### src/rtl/hash_seq_pkg.sv
// hash_seq_pkg: shared definitions for the block-hash sequencer.
//   state_e           - sequencer FSM states
//   DEF_SUM_HOLD_MASK - default reg_en bits held low during ACCUM
//   cnt_w()           - width of a counter able to hold 0..max_blocks
package hash_seq_pkg;

  typedef enum logic [3:0] {
    ST_IDLE,
    ST_CLEAR,
    ST_FETCH,
    ST_ISSUE,
    ST_WAIT,
    ST_ACCUM,
    ST_CHECK,
    ST_DONE,
    ST_ERR
  } state_e;

  localparam logic [3:0] DEF_SUM_HOLD_MASK = 4'b0101;

  function automatic int cnt_w(input int max_blocks);
    return $clog2(max_blocks + 1);
  endfunction

endpackage

### src/rtl/hash_seq_wdog.sv
// hash_seq_wdog: core-wait watchdog for hash_seq_ctrl.
// Only compiled when HASH_SEQ_TIMEOUT_EN is defined, so the default build
// carries no stray top-level module.
//   clk_i    - clock
//   rst_ni   - asynchronous active-low reset
//   wait_i   - sequencer is in its core-wait state
//   expire_o - high in the TIMEOUT_CYC-th consecutive wait cycle
`ifdef HASH_SEQ_TIMEOUT_EN
module hash_seq_wdog #(
  parameter int unsigned TIMEOUT_CYC = 1024
) (
  input  logic clk_i,
  input  logic rst_ni,
  input  logic wait_i,
  output logic expire_o
);

  localparam int unsigned CW = $clog2(TIMEOUT_CYC + 1);

  logic [CW-1:0] cnt_q, cnt_d;

  // Any cycle outside WAIT clears the count, so each entry starts from zero.
  always_comb begin
    cnt_d = '0;
    if (wait_i) cnt_d = cnt_q + 1'b1;
  end

  always_ff @(posedge clk_i or negedge rst_ni) begin
    if (!rst_ni) cnt_q <= '0;
    else         cnt_q <= cnt_d;
  end

  assign expire_o = wait_i && (cnt_q == CW'(TIMEOUT_CYC - 1));

endmodule
`endif

### src/rtl/hash_seq_ctrl.sv
// hash_seq_ctrl: sequences a block-hash core over 1..MAX_BLOCKS blocks.
// Per block: fetch handshake, core init/next launch, wait for core_ready,
// accumulate, then loop or finish. All outputs decode from flops only.
// Optional macro HASH_SEQ_TIMEOUT_EN adds a core-wait watchdog (ERR state).
// Ports:
//   clk, rst_n                 - clock, asynchronous active-low reset
//   start, abort               - job request / cancel
//   num_blocks                 - block count (0 -> 1, >MAX_BLOCKS saturates)
//   fetch_req/fetch_idx/fetch_done - per-block fetch handshake
//   core_init/core_next/core_work_factor/core_ready - core handshake
//   acc_clr, acc_en, reg_en    - datapath controls
//   busy, done, err            - status
module hash_seq_ctrl
  import hash_seq_pkg::*;
#(
  parameter int                   MAX_BLOCKS    = 8,
  parameter int                   NUM_REGS      = 4,
  parameter logic [NUM_REGS-1:0]  SUM_HOLD_MASK = DEF_SUM_HOLD_MASK,
  parameter int unsigned          TIMEOUT_CYC   = 1024,
  parameter int                   CNT_W         = cnt_w(MAX_BLOCKS)
) (
  input  logic                clk,
  input  logic                rst_n,
  input  logic                start,
  input  logic                abort,
  input  logic [CNT_W-1:0]    num_blocks,
  output logic                fetch_req,
  output logic [CNT_W-1:0]    fetch_idx,
  input  logic                fetch_done,
  output logic                core_init,
  output logic                core_next,
  output logic                core_work_factor,
  input  logic                core_ready,
  output logic                acc_clr,
  output logic                acc_en,
  output logic [NUM_REGS-1:0] reg_en,
  output logic                busy,
  output logic                done,
  output logic                err
);

  localparam logic [CNT_W-1:0] MAX_B = CNT_W'(MAX_BLOCKS);
  localparam logic [CNT_W-1:0] ONE_B = CNT_W'(1);

  state_e           state_q, state_d;
  logic [CNT_W-1:0] blk_q, blk_d;
  logic [CNT_W-1:0] n_lat_q, n_lat_d;
  logic [CNT_W-1:0] num_eff;
  logic [CNT_W:0]   blk_inc;
  logic             wd_expire;

`ifdef HASH_SEQ_TIMEOUT_EN
  hash_seq_wdog #(
    .TIMEOUT_CYC (TIMEOUT_CYC)
  ) u_wdog (
    .clk_i    (clk),
    .rst_ni   (rst_n),
    .wait_i   (state_q == ST_WAIT),
    .expire_o (wd_expire)
  );
`else
  logic unused_timeout;
  assign unused_timeout = ^TIMEOUT_CYC;
  assign wd_expire      = 1'b0;
`endif

  always_comb begin
    num_eff = num_blocks;
    if (num_blocks == '0)        num_eff = ONE_B;
    else if (num_blocks > MAX_B) num_eff = MAX_B;
  end

  // One extra bit so blk+1 never wraps before the compare.
  assign blk_inc = {1'b0, blk_q} + 1'b1;

  always_comb begin
    state_d = state_q;
    blk_d   = blk_q;
    n_lat_d = n_lat_q;
    if (abort) begin
      state_d = ST_IDLE;
    end else begin
      unique case (state_q)
        ST_IDLE, ST_ERR: begin
          if (start) begin
            n_lat_d = num_eff;
            blk_d   = '0;
            state_d = ST_CLEAR;
          end
        end
        ST_CLEAR: state_d = ST_FETCH;
        ST_FETCH: if (fetch_done) state_d = ST_ISSUE;
        ST_ISSUE: state_d = ST_WAIT;
        ST_WAIT: begin
          if (core_ready)     state_d = ST_ACCUM;
          else if (wd_expire) state_d = ST_ERR;
        end
        ST_ACCUM: state_d = ST_CHECK;
        ST_CHECK: begin
          if (blk_inc < {1'b0, n_lat_q}) begin
            blk_d   = blk_inc[CNT_W-1:0];
            state_d = ST_FETCH;
          end else begin
            state_d = ST_DONE;
          end
        end
        ST_DONE: state_d = ST_IDLE;
        default: state_d = ST_IDLE;
      endcase
    end
  end

  always_ff @(posedge clk or negedge rst_n) begin
    if (!rst_n) begin
      state_q <= ST_IDLE;
      blk_q   <= '0;
      n_lat_q <= '0;
    end else begin
      state_q <= state_d;
      blk_q   <= blk_d;
      n_lat_q <= n_lat_d;
    end
  end

  always_comb begin
    fetch_req        = 1'b0;
    fetch_idx        = '0;
    core_init        = 1'b0;
    core_next        = 1'b0;
    core_work_factor = 1'b0;
    acc_clr          = 1'b0;
    acc_en           = 1'b0;
    reg_en           = '0;
    busy             = 1'b0;
    done             = 1'b0;
    err              = 1'b0;
    unique case (state_q)
      ST_IDLE: ;
      ST_ERR: begin
`ifdef HASH_SEQ_TIMEOUT_EN
        err = 1'b1;
`endif
      end
      default: begin
        busy      = 1'b1;
        fetch_idx = blk_q;
        reg_en    = '1;
        unique case (state_q)
          ST_CLEAR: acc_clr = 1'b1;
          ST_FETCH: fetch_req = 1'b1;
          ST_ISSUE: begin
            if (blk_q == '0) begin
              core_init = 1'b1;
            end else begin
              core_next        = 1'b1;
              core_work_factor = 1'b1;
            end
          end
          ST_ACCUM: begin
            acc_en = 1'b1;
            reg_en = ~SUM_HOLD_MASK;
          end
          ST_DONE: done = 1'b1;
          default: ;
        endcase
      end
    endcase
  end

endmodule

### config.mk
export PLATFORM = sky130hd
export DESIGN_NAME = hash_seq_ctrl
export DESIGN_NICKNAME = d
export VERILOG_FILES = /design/src/rtl/hash_seq_pkg.sv /design/src/rtl/hash_seq_wdog.sv /design/src/rtl/hash_seq_ctrl.sv
export SDC_FILE = /design/constraint.sdc
export NUM_CORES = 1
export LEC_CHECK = 0
export BUFFER_PORTS_ARGS = -buffer_cell sky130_fd_sc_hd__buf_2
export CORE_MARGIN = 5
export CORE_UTILIZATION = 54
export CTS_BUF_LIST = sky130_fd_sc_hd__clkbuf_16
export DETAILED_ROUTE_END_ITERATION = 7
export GPL_TIMING_DRIVEN = 1
export PLACE_DENSITY = 0.83
export SLEW_MARGIN = 20
export SYNTH_ARGS = -nofsm -noshare
export SYNTH_HDL_FRONTEND = slang
export SYNTH_SLANG_ARGS = --single-unit
### constraint.sdc
create_clock -name clk -period 6.2 [get_ports clk]
set_input_delay 0.31 -clock clk [delete_from_list [all_inputs] [get_ports clk]]
set_output_delay 0.31 -clock clk [all_outputs]
set_load 0.02 [all_outputs]
==> results.md, run 1 <==
- Tmin final: between 2 and 2.5 ns
- Synth top area share: ~31%
- Critical path peak fanout: 6
- Slowest stage delay, CP: approximately 0.45 ns
- Critical-path top delay cell: dfrtp_1
- Clock buffer depth: 2
- Final Slew Violations: 0
- Max IR drop VDD: ~0.23 mV
- Initial DRC Count: 20
- Detail Route met3 WL: approximately 110 um
- Vias per cell: between 5 and 6
- Most common cell after layout, fill and taps aside: buf_2
- Share of cells above drive strength 1: a little under a third
- Post-synthesis register bit count: 11
- Syn avg cell area: roughly 8.9 sq um
- Fin crit share: between 30% and 40%
- Fmax: roughly 420 MHz
- First-pass GRT wire length: roughly 3200 um
- FILL cells: 132
- Synth area leaders: dfrtp_1, ha_1, buf_4
- Lkg Pwr: approximately 0.58 nW
- Worst Path Required: 6.38 ns
- Starting Density: about three fifths
- Yosys top cell by area: dfrtp_1
- Die area: 2550 sq um
- Mapped Cells: 100
- Arrival @ worst endpoint: 2.56 ns
- DP Wirelength: between 1000 and 1500 um
- CP startpoint: blk_q[0]$_DFFE_PN0P_
- Fin nets: 142
- Hold crit path type: in -> reg
- Final setup fails: 0
- Mapped Area: 885.9 sq um
- Core area: ~1500 sq um
- Max Cap Violations: 0
- Clock sink count: 11
- DRC: 0
- Metal-1 WL: 769 um
- Worst Clk Skew: around 0.0013 ns
- Post-Route WL: 1947 um
- I/O pin count: 27
- Largest net degree at the start of global routing: 12
- CTS resizes: 0
- Warning count from the yosys run: 0
- CTS clk-pin slew, worst paths: 0.04 ns
- CTS tree: done
- GRT Total Usage: ~16%
- Register area: between 200 and 300 sq um
- Crit-path most repeated cell: ha_1
- FF-to-FF Start: blk_q[0]$_DFFE_PN0P_
- Power Density: between 400 and 500 nW/um^2
- Setup crit start kind: flip-flop
- Worst setup path category: reg -> reg
- Met2 routed WL: around 1000 um
- Status: completed
- Die height: roughly 50 um
- ANT cells: 0
- Drt wl/cell: between 10 and 15 um
- Initial antenna violation count: 0
- Post-CTS Setup Bufs: 0
- Die Span X: 50.50 um
- Hold Crit Start: num_blocks[3]
- Routability cong.: around 0.76
- Hold-fix buffers, CTS: 1
- Setup crit end kind: flip-flop
- DR top layer: met4
- Post-synthesis cell type count: 36
- Number of global-route vias before repair: ~730
- I/O Buffers: 25
- Total number of vias: roughly 760
- Detail Route Antenna Nets: 0
- Post-route setup slack: about 3.8 ns
- Final setup TNS: 0 ns
- Inserted Clock Buffers: 3
- CP cell instances: ha_1 > xor2_1 > ha_1 > or3_1 > o22ai_1 > nand2_1 > nor3_1 > mux2_4
- Commonest cells after routing, fill and taps aside: buf_2, inv_1, dfrtp_1
- GR Overflow Total: 0
- Place WS: between 3 and 4 ns
- Layout area overhead: 19.21%
- Clock latency at the later pin of the worst-skew pair: 0.24 ns
- Count of final hold-check violations: 0
- Multi-input logic area: approximately 500 sq um
- CTS H-Tree Depth: 1
- RSZ-0062 raised after global routing: no
- Root buf cell: clkbuf_16
- Syn nets: roughly 120
- Rows: 14
- Sequential area share after synthesis: 31.07%
- Drt first pass iters: 4
## cells in the mapped netlist (all sizes together)
| cell type | instances |
|---|---|
| a21bo | 1 |
| a21boi | 2 |
| a22o | 3 |
| a22oi | 1 |
| a31oi | 1 |
| and2 | 8 |
| and3 | 2 |
| buf | 7 |
| clkbuf | 1 |
| conb | 1 |
| dfrtp | 11 |
| ha | 9 |
| inv | 10 |
| mux2 | 2 |
| mux2i | 1 |
| nand2 | 9 |
| nand2b | 3 |
| nand3 | 2 |
| nand3b | 2 |
| nor2 | 6 |
| nor3 | 2 |
| nor3b | 2 |
| o21a | 1 |
| o21ai | 5 |
| o22ai | 2 |
| o31ai | 1 |
| o41ai | 1 |
| or3 | 2 |
| xnor2 | 1 |
| xor2 | 1 |
## layout make-up
type | instances | area share, %
inverters | 10 | 3.555
clock inverters | 1 | 0.3555
well taps | 16 | 1.896
flip-flops and latches | 11 | 26.07
multi-input cells | 71 | 48.22
clock buffers | 3 | 7.109
repair buffers | 26 | 12.80
## state kept, by name (all words and copies together) (netlist names)
register	flops
blk_q	4
n_lat_q	4
state_q	3
## cells by family after synthesis
group                      share of synthesized area, %
AOI/OAI and AO/OA                                 14.83
xor gates and xnor gates                          1.978
adders and majority gates                         12.71
buffers and inverters                             11.44
DFF                                               31.07
muxes                                             4.096
other                                            0.4233
and+or+nand+nor                                   23.44
## stage by stage
step	instances	cell area [sq um]	util, %	hold WS, ns	power, W
3_3_place_gp	133	967.2	63.46	0.1855	0.0002938
2_1_floorplan	100	885.9	-	0.01441	0.0002688
3_5_place_dp	133	967.2	63.46	0.1911	0.0003025
6_report	138	1056	69.29	0.2909	0.0004228
5_1_grt	138	1056	69.29	0.2939	0.0004528
4_1_cts	138	1056	69.29	0.2929	0.0004243
## routing by layer
layer	vias up	track usage, %
met5	-	0
li1	376	-
met2	25	28.10
met1	353	18.76
met3	3	2.663
met4	0	8.936
## critical path, delay by kind of cell, from the launching register on
kind | cells | cell delay (ns)
simple gates | 3 | 0.82
fa+ha+maj | 2 | 0.47
flops | 1 | 0.45
mux | 1 | 0.22
compound gates | 1 | 0.19
xor+xnor | 1 | 0.18
## power by group
part	leakage (nW)	internal, W	switching, W
Sequential	0.147	0.0000910	0.0000144
Clock	0.0423	0.0000848	0.0000334
Combinational	0.388	0.0000721	0.000127
Total	0.577	0.000248	0.000175
## path summary, 6_finish.rpt
path | to | slack, ns | depth (start not counted)
setup / recovery | blk_q[0]$_DFFE_PN0P_ | 3.82 | 8
hold / removal | n_lat_q[0]$_DFFE_PN0P_ | 0.29 | 2
setup reg to reg | blk_q[0]$_DFFE_PN0P_ | 3.82 | 8
hold reg to reg | n_lat_q[0]$_DFFE_PN0P_ | 0.50 | 2
max in group asynchronous | state_q[2]$_DFFE_PN0P_ | 5.52 | 2
min in group asynchronous | n_lat_q[2]$_DFFE_PN0P_ | 0.48 | 2
(Power assumes the default switching activity.)
==> inputs of run 2 (changes only) <==
--- a/config.mk
+++ b/config.mk
@@ -7,11 +7,11 @@
 export LEC_CHECK = 0
 export BUFFER_PORTS_ARGS = -buffer_cell sky130_fd_sc_hd__buf_2
 export CORE_MARGIN = 5
-export CORE_UTILIZATION = 54
+export CORE_UTILIZATION = 45
 export CTS_BUF_LIST = sky130_fd_sc_hd__clkbuf_16
 export DETAILED_ROUTE_END_ITERATION = 7
 export GPL_TIMING_DRIVEN = 1
-export PLACE_DENSITY = 0.83
+export PLACE_DENSITY = 0.74
 export SLEW_MARGIN = 20
 export SYNTH_ARGS = -nofsm -noshare
 export SYNTH_HDL_FRONTEND = slang
==> constraint.sdc (replaced) <==
create_clock -name clk -period 1.92 [get_ports clk]
set_input_delay 0.096 -clock clk [delete_from_list [all_inputs] [get_ports clk]]
set_output_delay 0.096 -clock clk [all_outputs]
set_load 0.02 [all_outputs]
==> run 2 against run 1 <==
Effect of this change: die area rose by 16%; critical endpoint unchanged; global-route usage fell by 1.5 points; the run now ends with negative setup slack left; first-iteration DRC count fell by 40%; non-clock buffer count rose by 9; largest power group unchanged.
==> results.md, run 2 (synthesis results as in run 1) <==
- Drt wl/cell: about 13 um
- GR Overflow Total: 0
- Clock sink count: 11
- Routability cong.: about 0.87
- Clock buffer depth: 2
- Commonest cells after routing, fill and taps aside: buf_2, inv_1, dfrtp_1, buf_4, nand2_1
- FF-to-FF Start: blk_q[1]$_DFFE_PN0P_
- Die area: approximately 3000 sq um
- Failing checks: negative setup slack
- Lkg Pwr: about 0.63 nW
- Worst Clk Skew: 0.001477 ns
- Critical-path top delay cell: dfrtp_2
- Slowest stage delay, CP: 0.43 ns
- Setup crit start kind: flip-flop
- Critical path peak fanout: 5
- Worst Path Required: 2.04 ns
- Crit path buf inv count: 0
- CP cell instances: nand3_2 > xnor2_2 > ha_2 > or3_4 > o22ai_4 > nand2_2 > a21bo_1 > mux2_4
- Fin crit share: 113.2%
- Layout area overhead: 38.14%
- Inserted Clock Buffers: 3
- Power Density: roughly 1200 nW/um^2
- Final setup fails: 6
- Arrival @ worst endpoint: around 2.3 ns
- Detail Route Antenna Nets: 0
- DRC: 0
- Min-Delay Endpoint: n_lat_q[0]$_DFFE_PN0P_
- Clock latency at the later pin of the worst-skew pair: 0.24 ns
- Share of cells above drive strength 1: a little under half
- Number of global-route vias before repair: around 750
- I/O Buffers: 25
- GRT Total Usage: between 10 and 15%
- Max IR drop VDD: between 0.9 and 1 mV
- I/O pin count: 27
- Max Cap Violations: 0
- Hold Crit Depth: 2
- RR Endpoint: blk_q[0]$_DFFE_PN0P_
- Setup crit end kind: flip-flop
- Initial antenna violation count: 0
- Fmax: approximately 460 MHz
- Hold crit path type: in -> reg
- Initial DRC Count: 12
- Hold Crit Start: num_blocks[3]
- Status: finished with violations
- Core area: a little under 2000 sq um
- Worst r2r path cells: 8
- CTS tree: done
- DP Wirelength: 1482 um
- ANT cells: 0
- Worst setup path category: reg -> reg
- Vias per cell: ~5.0
- Final Slew Violations: 0
- Drt first pass iters: 4
- Count of final hold-check violations: 0
- CTS clk-pin slew, worst paths: around 0.04 ns
- Starting Density: 46.09%
- Fin nets: about 150
- Die Span X: between 50 and 60 um
- Root buf cell: clkbuf_16
- Largest net degree at the start of global routing: 12
- CTS H-Tree Depth: 1
- Largest regs: blk_q x4, n_lat_q x4, state_q x3
- Post-Route WL: approximately 2000 um
- Die height: 54.37 um
- Tmin final: about 2.2 ns
- R2R Setup Slk: -0.25 ns
- Final setup TNS: -1.088 ns
- Family with the most delay on the worst path: simple AND/OR/NAND/NOR gates
- Post-route setup slack: -0.2534 ns
- RSZ-0062 raised after global routing: yes
- First-pass GRT wire length: roughly 3100 um
- Most common cell after layout, fill and taps aside: buf_2
- Rows: 16
- Place WS: -0.2487 ns
- Total number of vias: between 700 and 800
-- run 2: cell count changes in the layout (fill, tap and decap cells not counted), sizes merged --
cell,before,now
buf,25,34
-- run 2: stage by stage --
| stage | hold slack [ns] | total power [W] | instances | utilization (%) | cell area, sq um |
|---|---|---|---|---|---|
| 2_1_floorplan | -0.1996 | 0.0008720 | 100 | - | 918.4 |
| 3_3_place_gp | -0.02417 | 0.001034 | 153 | 55.73 | 1071 |
| 3_5_place_dp | -0.02026 | 0.001052 | 153 | 55.73 | 1071 |
| 4_1_cts | 0.08086 | 0.001484 | 158 | 61.72 | 1186 |
| 5_1_grt | 0.08875 | 0.001601 | 158 | 63.67 | 1224 |
| 6_report | 0.07536 | 0.001496 | 158 | 63.67 | 1224 |
-- run 2: cell type report --
| type | instances | area (sq um) |
|---|---|---|
| flip-flops and latches | 11 | 277.8 |
| fillers | 167 | 698.2 |
| inverters | 10 | 37.54 |
| repair buffers | 35 | 202.7 |
| well taps | 27 | 33.78 |
| clock inverters | 1 | 3.754 |
| clock buffers | 3 | 75.07 |
| multi-input cells | 71 | 593.1 |
-- run 2: timing repair --
item / 4_1_cts / 5_1_grt
hold endpoints to repair: 11 / 0
resized for setup: 5 / 8
hold buffers: 1 / 0
pin swaps: 5 / 5
setup buffers: 0 / 0
endpoints found under the setup margin: 6 / 6
-- run 2: worst max-delay path by stage --
stage / end / from / cells past startpoint / slack (ns)
after floorplan: blk_q[0]$_DFFE_PN0P_ / blk_q[0]$_DFFE_PN0P_ / 8 / -0.16
after global placement: blk_q[0]$_DFFE_PN0P_ / blk_q[1]$_DFFE_PN0P_ / 8 / -0.19
after detailed placement: blk_q[0]$_DFFE_PN0P_ / blk_q[1]$_DFFE_PN0P_ / 8 / -0.25
after CTS: blk_q[0]$_DFFE_PN0P_ / blk_q[1]$_DFFE_PN0P_ / 8 / -0.20
after global routing: blk_q[0]$_DFFE_PN0P_ / blk_q[1]$_DFFE_PN0P_ / 8 / -0.33
final: blk_q[0]$_DFFE_PN0P_ / blk_q[1]$_DFFE_PN0P_ / 8 / -0.25
-- run 2: layer usage --
layer,vias to the layer above,GRT usage (%),part of all wire (%)
li1,396,-,-
met1,378,16.14,40
met2,18,28.29,54
met3,2,2.452,4.9
met4,0,4.979,0.99
met5,-,0,0
-- run 2: report_power, final --
part           internal, W  switching [W]
registers         0.000294      0.0000453
clock network     0.000273       0.000104
logic             0.000326       0.000454
total             0.000893       0.000603
